**config.mk**
```make
export PLATFORM = sky130hd
export DESIGN_NAME = gpu_mem_arbiter
export DESIGN_NICKNAME = d
export VERILOG_FILES = /design/src/rtl/gpu_mem_arbiter.sv
export SDC_FILE = /design/constraint.sdc
export NUM_CORES = 1
export LEC_CHECK = 0
export CAP_MARGIN = 20
export CORE_UTILIZATION = 42
export DETAILED_ROUTE_END_ITERATION = 12
export GPL_ROUTABILITY_DRIVEN = 1
export PLACE_DENSITY = 0.82
export SYNTH_ARGS = -nofsm -noshare
export SYNTH_HDL_FRONTEND = slang
export SYNTH_SLANG_ARGS = --single-unit
```
**constraint.sdc**
```tcl
create_clock -name clk -period 2.05 [get_ports clk]
set_clock_uncertainty 0.15 [all_clocks]
set_input_delay 0.3075 -clock clk [delete_from_list [all_inputs] [get_ports clk]]
set_output_delay 0.3075 -clock clk [all_outputs]
set_load 0.01 [all_outputs]
```
**src/rtl/gpu_mem_arbiter.sv**
```systemverilog
// Purpose: arbitrates NUM_CH core memory ports onto one single-port shared-memory bank, with VGA preemption.
// Latency: request seen in IDLE at cycle N -> mem_en at N+1, ready at N+2, rd_data slice updated from N+3; 3 cycles per access.
// Backpressure: cores hold enable/addr/wr_data until their ready pulse; VGA ownership stalls all cores until vga_req drops.
module gpu_mem_arbiter #(
  parameter int NUM_CH = 4,
  parameter int ADDR_W = 8,
  parameter int DATA_W = 8,
  parameter int MODE   = 0
) (
  input  logic                     clk,
  input  logic                     reset,
  input  logic [2*NUM_CH-1:0]      enable,
  input  logic [ADDR_W*NUM_CH-1:0] addr,
  input  logic [DATA_W*NUM_CH-1:0] wr_data,
  output logic [DATA_W*NUM_CH-1:0] rd_data,
  output logic [NUM_CH-1:0]        ready,
  input  logic                     vga_req,
  output logic                     vga_grant,
  output logic                     mem_en,
  output logic                     mem_we,
  output logic [ADDR_W-1:0]        mem_addr,
  output logic [DATA_W-1:0]        mem_wdata,
  input  logic [DATA_W-1:0]        mem_rdata,
  output logic                     busy
);

  localparam int CW  = $clog2(NUM_CH);
  localparam int CW1 = CW + 1;

  typedef enum logic [1:0] {
    IDLE   = 2'd0,
    ACCESS = 2'd1,
    RESP   = 2'd2,
    VGA    = 2'd3
  } state_t;

  state_t state, next_state;

  logic [NUM_CH-1:0] req;
  logic              any_req;
  logic [CW-1:0]     win;
  logic              sel_we;
  logic [ADDR_W-1:0] sel_addr;
  logic [DATA_W-1:0] sel_wdata;
  logic              grant_core;

  logic [CW-1:0]     win_idx;
  logic              lat_we;
  logic [ADDR_W-1:0] lat_addr;
  logic [DATA_W-1:0] lat_wdata;
  logic [CW-1:0]     rr_ptr;

  // Per-channel request flags: any non-idle enable code is a request.
  always_comb begin
    req = '0;
    for (int i = 0; i < NUM_CH; i++) begin
      req[i] = |enable[2*i +: 2];
    end
  end

  assign any_req = |req;

  // Winner pick: rotating scan from rr_ptr, or lowest index in fixed-priority mode.
  always_comb begin
    logic          found;
    logic [CW1-1:0] idx;
    found = 1'b0;
    idx   = '0;
    win   = '0;
    if (MODE == 0) begin
      for (int i = 0; i < NUM_CH; i++) begin
        idx = {1'b0, rr_ptr} + CW1'(i);
        if (idx >= CW1'(NUM_CH)) begin
          idx = idx - CW1'(NUM_CH);
        end
        if (!found && req[idx[CW-1:0]]) begin
          found = 1'b1;
          win   = idx[CW-1:0];
        end
      end
    end else begin
      // Channel 0 always wins; higher channels can starve by design.
      for (int i = NUM_CH - 1; i >= 0; i--) begin
        if (req[i]) begin
          win = CW'(i);
        end
      end
    end
  end

  // Mux out the winning channel's op, address and write data.
  always_comb begin
    sel_we    = 1'b0;
    sel_addr  = '0;
    sel_wdata = '0;
    for (int i = 0; i < NUM_CH; i++) begin
      if (win == CW'(i)) begin
        // Codes 10 and 11 both mean write.
        sel_we    = enable[2*i+1];
        sel_addr  = addr[i*ADDR_W +: ADDR_W];
        sel_wdata = wr_data[i*DATA_W +: DATA_W];
      end
    end
  end

  // A core is granted only from IDLE and only when VGA is not asking.
  assign grant_core = (state == IDLE) && !vga_req && any_req;

  // State register.
  always_ff @(posedge clk or negedge reset) begin
    if (!reset) begin
      state <= IDLE;
    end else begin
      state <= next_state;
    end
  end

  // Next-state and bank/handshake outputs decoded from the current state.
  always_comb begin
    next_state = state;
    mem_en     = 1'b0;
    mem_we     = 1'b0;
    mem_addr   = '0;
    mem_wdata  = '0;
    vga_grant  = 1'b0;
    ready      = '0;
    busy       = (state != IDLE);
    case (state)
      IDLE: begin
        if (vga_req) begin
          next_state = VGA;
        end else if (any_req) begin
          next_state = ACCESS;
        end
      end
      ACCESS: begin
        mem_en     = 1'b1;
        mem_we     = lat_we;
        mem_addr   = lat_addr;
        mem_wdata  = lat_wdata;
        next_state = RESP;
      end
      RESP: begin
        for (int i = 0; i < NUM_CH; i++) begin
          ready[i] = (win_idx == CW'(i));
        end
        next_state = IDLE;
      end
      VGA: begin
        // The bank is driven by the VGA path in sh_mem; keep our strobe low.
        vga_grant = 1'b1;
        if (!vga_req) begin
          next_state = IDLE;
        end
      end
      default: next_state = IDLE;
    endcase
  end

  // Latch the winning request so later input changes cannot disturb the access.
  always_ff @(posedge clk or negedge reset) begin
    if (!reset) begin
      win_idx   <= '0;
      lat_we    <= 1'b0;
      lat_addr  <= '0;
      lat_wdata <= '0;
    end else if (grant_core) begin
      win_idx   <= win;
      lat_we    <= sel_we;
      lat_addr  <= sel_addr;
      lat_wdata <= sel_wdata;
    end
  end

  // Round-robin pointer moves past the channel just served; VGA never touches it.
  always_ff @(posedge clk or negedge reset) begin
    if (!reset) begin
      rr_ptr <= '0;
    end else if ((MODE == 0) && (state == RESP)) begin
      rr_ptr <= (win_idx == CW'(NUM_CH - 1)) ? '0 : win_idx + CW'(1);
    end
  end

  // Capture read data into the winner's slice; other slices keep their last value.
  always_ff @(posedge clk or negedge reset) begin
    if (!reset) begin
      rd_data <= '0;
    end else if ((state == RESP) && !lat_we) begin
      for (int i = 0; i < NUM_CH; i++) begin
        if (win_idx == CW'(i)) begin
          rd_data[i*DATA_W +: DATA_W] <= mem_rdata;
        end
      end
    end
  end

endmodule

```
Word-level counts from Yosys, hierarchy flattened

Cells that the tools add are included.

Flip-flop bits (word level): 55
Logic and storage cells: 104
Input port bits: 83
Output and inout port bits: 56

Reduce and logical (&&, ||, !) cells: 25
$lt $le $gt $ge: 8
$add $sub $neg: 8
Muxes and demuxes: 42
Equality and inequality tests: 11

Operator list:

| operator              | number |
|---|---|
| $mux W8               | 10 |
| $mux W2               | 12 |
| $mux W1               | 14 |
| $eq A2 B2 Y1 const B  | 6 |
| $lt A2 B3 Y1 const B  | 4 |
| $reduce_and A2 Y1     | 5 |
| $ge A3 B3 Y1 const B  | 3 |
| $bmux W1 S2           | 4 |
| $pmux W2 S4           | 1 |
| $reduce_or A2 Y1      | 4 |
| $reduce_or A8 Y1      | 1 |
| $sub A2 B1 Y2 const B | 4 |
| $add A2 B2 Y3 const B | 2 |
| $eq A2 B1 Y1 const B  | 3 |
| $logic_and A1 B1 Y1   | 6 |
| $logic_not A2 Y1      | 3 |
| $logic_not A1 Y1      | 5 |
| $mux W4               | 1 |
| $add A2 B1 Y3 const B | 1 |
| $ge A2 B3 Y1 const B  | 1 |
| $ne A3 B3 Y1 const B  | 1 |
| $add A2 B1 Y2 const B | 1 |
| $ne A2 B2 Y1 const B  | 1 |
| $reduce_bool A2 Y1    | 1 |

Depth between registers and ports, before layout

Word-level depth: 19
Depth in mapped cells: 7
Mapped depth without buffers: 4

Least setup slack after synthesis

No wires, ideal clock.

Kind: flip-flop to flip-flop
Start point: register state[1]
End point: register lat_addr[0]
Slack: -0.003 ns
Clock period less this slack: 2.053 ns
Cell stages (with the launch flop): 7
Arrival: 1.817 ns
Data required time: 1.814 ns
Path buffers: 2
Library setup time: 0.086 ns
Path through: dfrtp_1 -> nor3_4 -> o41ai_4 -> or4_1 -> buf_6 -> buf_12 -> o221ai_2

Longest elaborated chain between the ends: 3

RTL lines:

| element                          | RTL line | RTL |
|---|---|---|
| start, declared                  | 37       | `state_t state, next_state;` |
| start signal, assigned           | 114      | `state <= next_state;` |
| $logic_not A2 Y1                 | 107      | `assign grant_core = (state == IDLE) && !vga_req && any_req;` |
| $logic_and A1 B1 Y1 (2 in a row) | 107      |  |
| end signal, assigned             | 170      | `lat_addr <= sel_addr;` |
| end, declared                    | 49       | `logic [ADDR_W-1:0] lat_addr;` |

No other way between the ends.
A chain may end at the register's enable or synchronous reset.

Worst setup path in the final report

Start point: input enable[3]
End point: register lat_addr[6]

Longest elaborated chain between the ends: 18
Elaborated cells on any way between the ends: 32
Those cells by class: eq/ne: 3; mux: 19; reduce/logical: 10

RTL lines:

| element                       | RTL line | RTL |
|---|---|---|
| start, declared               | 12       | `input logic [2*NUM_CH-1:0] enable,` |
| $reduce_or A2 Y1              | 57       | `req[i] = \|enable[2*i +: 2];` |
| $bmux W1 S2                   | 76       | `if (!found && req[idx[CW-1:0]]) begin` |
| $mux W1 (implied by the code) | 76       |  |
| $mux W1                       | 76       |  |
| $logic_not A1 Y1              | 76       |  |
| $logic_and A1 B1 Y1           | 76       |  |
| $mux W1                       | 76       |  |
| $logic_not A1 Y1              | 76       |  |
| $logic_and A1 B1 Y1           | 76       |  |
| $mux W1                       | 76       |  |
| $logic_not A1 Y1              | 76       |  |
| $logic_and A1 B1 Y1           | 76       |  |
| $mux W2                       | 76       |  |
| $logic_not A2 Y1              | 97       | `if (win == CW'(i)) begin` |
| $mux W8 (4 in a row)          | 97       |  |

Parallel ways exist; a longest one is shown, timed or not. The select of a mux whose other input is x is not followed.

==> reports/qor.yml <==
placed_design:
  gp_congestion: 0.9132
  dp_hpwl_um: 9810
  dpl_cell_area_sq_mm: 0.005904
  port_buffers: 138
  place_worst_setup_slack_ns: -0.4732
critical_path:
  reg2reg_slack_ns: -0.05
  critPathMaxFanout: 11
  crit_arrival_ns: 2.15
  path_class: "in -> reg"
  end_kind: "flop"
  critPathRequiredTime_ns: 2.08
  cp-start-kind: "primary input"
power_and_ir_drop:
  p_clk_share_pct: 9.6
  power_frac_comb_pct: 64.5
  p_seq_share_pct: 25.9
  swShare_pct: 40.02
  power.internal_mw: 4.531
  p_total_mw: 7.554
  p_leak_nw: 2.701
  switchingPower_mw: 3.023
  ir_drop_mv: 0.8261
  power.density_mw_per_mm2: 1162
global_route:
  gr-usage-met2_pct: 48.49
  track_usage_pct: 28.81
  grt_pass1_wl_um: 22490
  grt_pass1_vias: 4224
  grt_max_degree: 35
  antenna_found_initial: 0
  gr-usage-met1_pct: 35.54
  grtUsageMet3_pct: 8.774
  busiest_layer: "met2"
  overflow: 0
floorplanning:
  die-height_um: 99.87
  num_rows: 35
  core_region_area_sq_mm: 0.009240
  die_area_sq_mm: 0.009973
  die_x_um: 99.87
  io_pins: 139
  start_util_pct: 43.53
yosys:
  yosys_warnings: 0
  ys_ff_latch: 55
  syn_avg_cell_area_sq_um: 9.693
  syn-cell-area_sq_mm: 0.004023
  synthDistinctLibCells: 40
  yosys.area.top_type: "dfrtp_1"
  synth_top_area_share_pct: 34.21
  syn_nets: 502
  synth_area_leaders: "dfrtp_1 (34%), a311oi_1 (14%), mux2_2 (9.0%)"
  yosysSeqAreaShare_pct: 34.21
  synthCells: 415
drt:
  wl_per_cell_um: 21.73
  first_pass_iters: 5
  ant_nets: 0
  via_per_inst: 6.197
  wirelength_um: 15580
  drt_iter0_drc: 344
  via_count: 4443
  drc: 0
clock_network:
  clkLatencyLatePin_ns: 0.31
  cts_tree: "done"
  cts_sinks: 55
  clkSlewWorstSetupHoldPaths_ns: 0.10
  cts_root_buffer: "clkbuf_8"
  cts_buffer_depth: 2
  cts_buffers: 5
  cts_max_level: 2
layout:
  finalNetCount: 675
  regArea_sq_mm: 0.001379
  synthToLayoutAreaGrowth_pct: 61.65
  multi_input_area_sq_mm: 0.002520
  drive_gt1_share_pct: 35.71
  antennaDiodeCount: 0
  fillers: 659
  finalInstanceArea_sq_mm: 0.006502
worst_hold_path:
  min_path_type: "in -> async"
timing:
  setup_tns_ns: -0.1026
  finalSetupViolCount: 2
  drv_slew: 0
  rsz0062_at_grt: "yes"
  hold_viol: 0
  setup_ws_ns: -0.06134
  fin_crit_sh_pct: 103.0
  period_minus_slack_ns: 2.111
  holdWs_ns: 0.2273
  worst_slew_pin_slew_ns: 0.4611
  max_freq_mhz: 473.6
  max-slew-margin-rel_pct: 69.08
outcome:
  status: "finished, violations left"
  violations: "setup timing"
job:
  cap_violations: 0
-- cell families after synthesis --
family | after synthesis | synth area share [%]
buffers and inverters | 85 | 9.238
adder cells (fa/ha/maj) | 4 | 1.244
flip-flops | 55 | 34.21
multiplexers | 32 | 8.958
AO/OA/AOI/OAI | 136 | 29.95
AND/OR/NAND/NOR | 103 | 16.39
-- path summary, 6_finish.rpt --
kind	startpoint	endpoint	depth (start not counted)
max	enable[3]	lat_addr[6]	6
min	reset	rd_data[4]	2
max in group asynchronous	reset	rd_data[24]	3
min in group clk	lat_wdata[0]	lat_wdata[0]	2
min reg2reg	lat_wdata[0]	lat_wdata[0]	2
max reg2reg	rr_ptr[1]	lat_addr[6]	5
-- synth_stat cells (all sizes together) --
library cell / number
a311oi: 66
dfrtp: 55
clkbuf: 35
inv: 35
a211oi: 34
or3b: 33
mux2: 32
and2: 26
nand2: 23
o221ai: 17
buf: 15
nor2: 7
or2: 5
ha: 4
o21ai: 4
o21bai: 3
o31ai: 3
a21oi: 2
nand3: 2
nor2b: 2
nor3: 2
o21ba: 2
a221o: 1
a22oi: 1
a311o: 1
nand2b: 1
nor4: 1
o41a: 1
o41ai: 1
or4: 1
-- cells in the final DEF, fill, tap and decap left out, types with 2 or more instances in the layout --
master             n
a211oi_1          33
clkbuf_2           8
or2_4              2
and2_1            26
a311oi_4           4
dlygate4sd2_1     13
clkbuf_8           5
o221ai_1           5
or3b_2            33
buf_6              5
clkdlybuf4s50_1  108
nand2_1           23
dfrtp_2            2
ha_1               4
dlymetal6s2s_1     4
buf_12            14
o21ai_0            2
nand3_1            2
nor2_1             6
o21bai_1           2
buf_2              3
clkdlybuf4s15_1    2
o221ai_2          12
clkbuf_16          4
o31ai_1            2
mux2_2            32
inv_1             35
dfrtp_1           53
a311oi_2          14
buf_4             52
nor2b_4            2
or2_2              2
a311oi_1          48
-- timing repair --
action,CTS,global route
hold buffers,1,0
cloned,2,4
endpoints found under the hold margin,55,0
setup buffers,4,10
pin swaps,4,8
gates resized for setup,69,40
endpoints found under the setup margin,41,27
-- final cells by class --
type                    count  share of cell area, %
inverters                  35                  2.020
clock inverters             2                 0.5773
flip-flops and latches     55                  21.20
repair buffers            216                  33.90
multi-input cells         275                  38.75
clock buffers               5                  1.058
well taps                 129                  2.482
-- metrics by stage --
step / instances / util, %
floorplan: 415 / -
global placement: 689 / 63.90
detailed placement: 689 / 63.90
CTS: 703 / 67.70
global route: 717 / 70.37
finish: 717 / 70.37
-- layer usage --
metal	routed length [um]	share of wire [%]	up-vias
met1	5813	37	2130
met3	1813	12	48
met2	7437	48	316
met5	0	0	-
li1	-	-	1949
met4	519	3.3	0
-- worst max-delay path, stage by stage --
cell	delay [ns]
clkdlybuf4s50_1	0.55
nor2_4	0.08
a311o_2	0.41
clkbuf_16	0.20
a311oi_1	0.43
o221ai_2	0.17
-- power groups by stage --
| stage | logic, mW | registers (mW) | clock network (mW) |
|---|---|---|---|
| finish | 4.87 | 1.96 | 0.723 |
| global route | 5.14 | 2.01 | 0.763 |
| CTS | 4.44 | 1.95 | 0.731 |
| detailed placement | 4.20 | 1.95 | 0 |
| global placement | 4.07 | 1.93 | 0 |
| floorplan | 2.01 | 2.02 | 0 |
-- state kept, by name, summed over array words and instances (netlist names) --
name and flops:
lat_addr 8, rd_data 32, lat_we 1, lat_wdata 8, win_idx 2, rr_ptr 2
state 2
(Power assumes the default switching activity.)
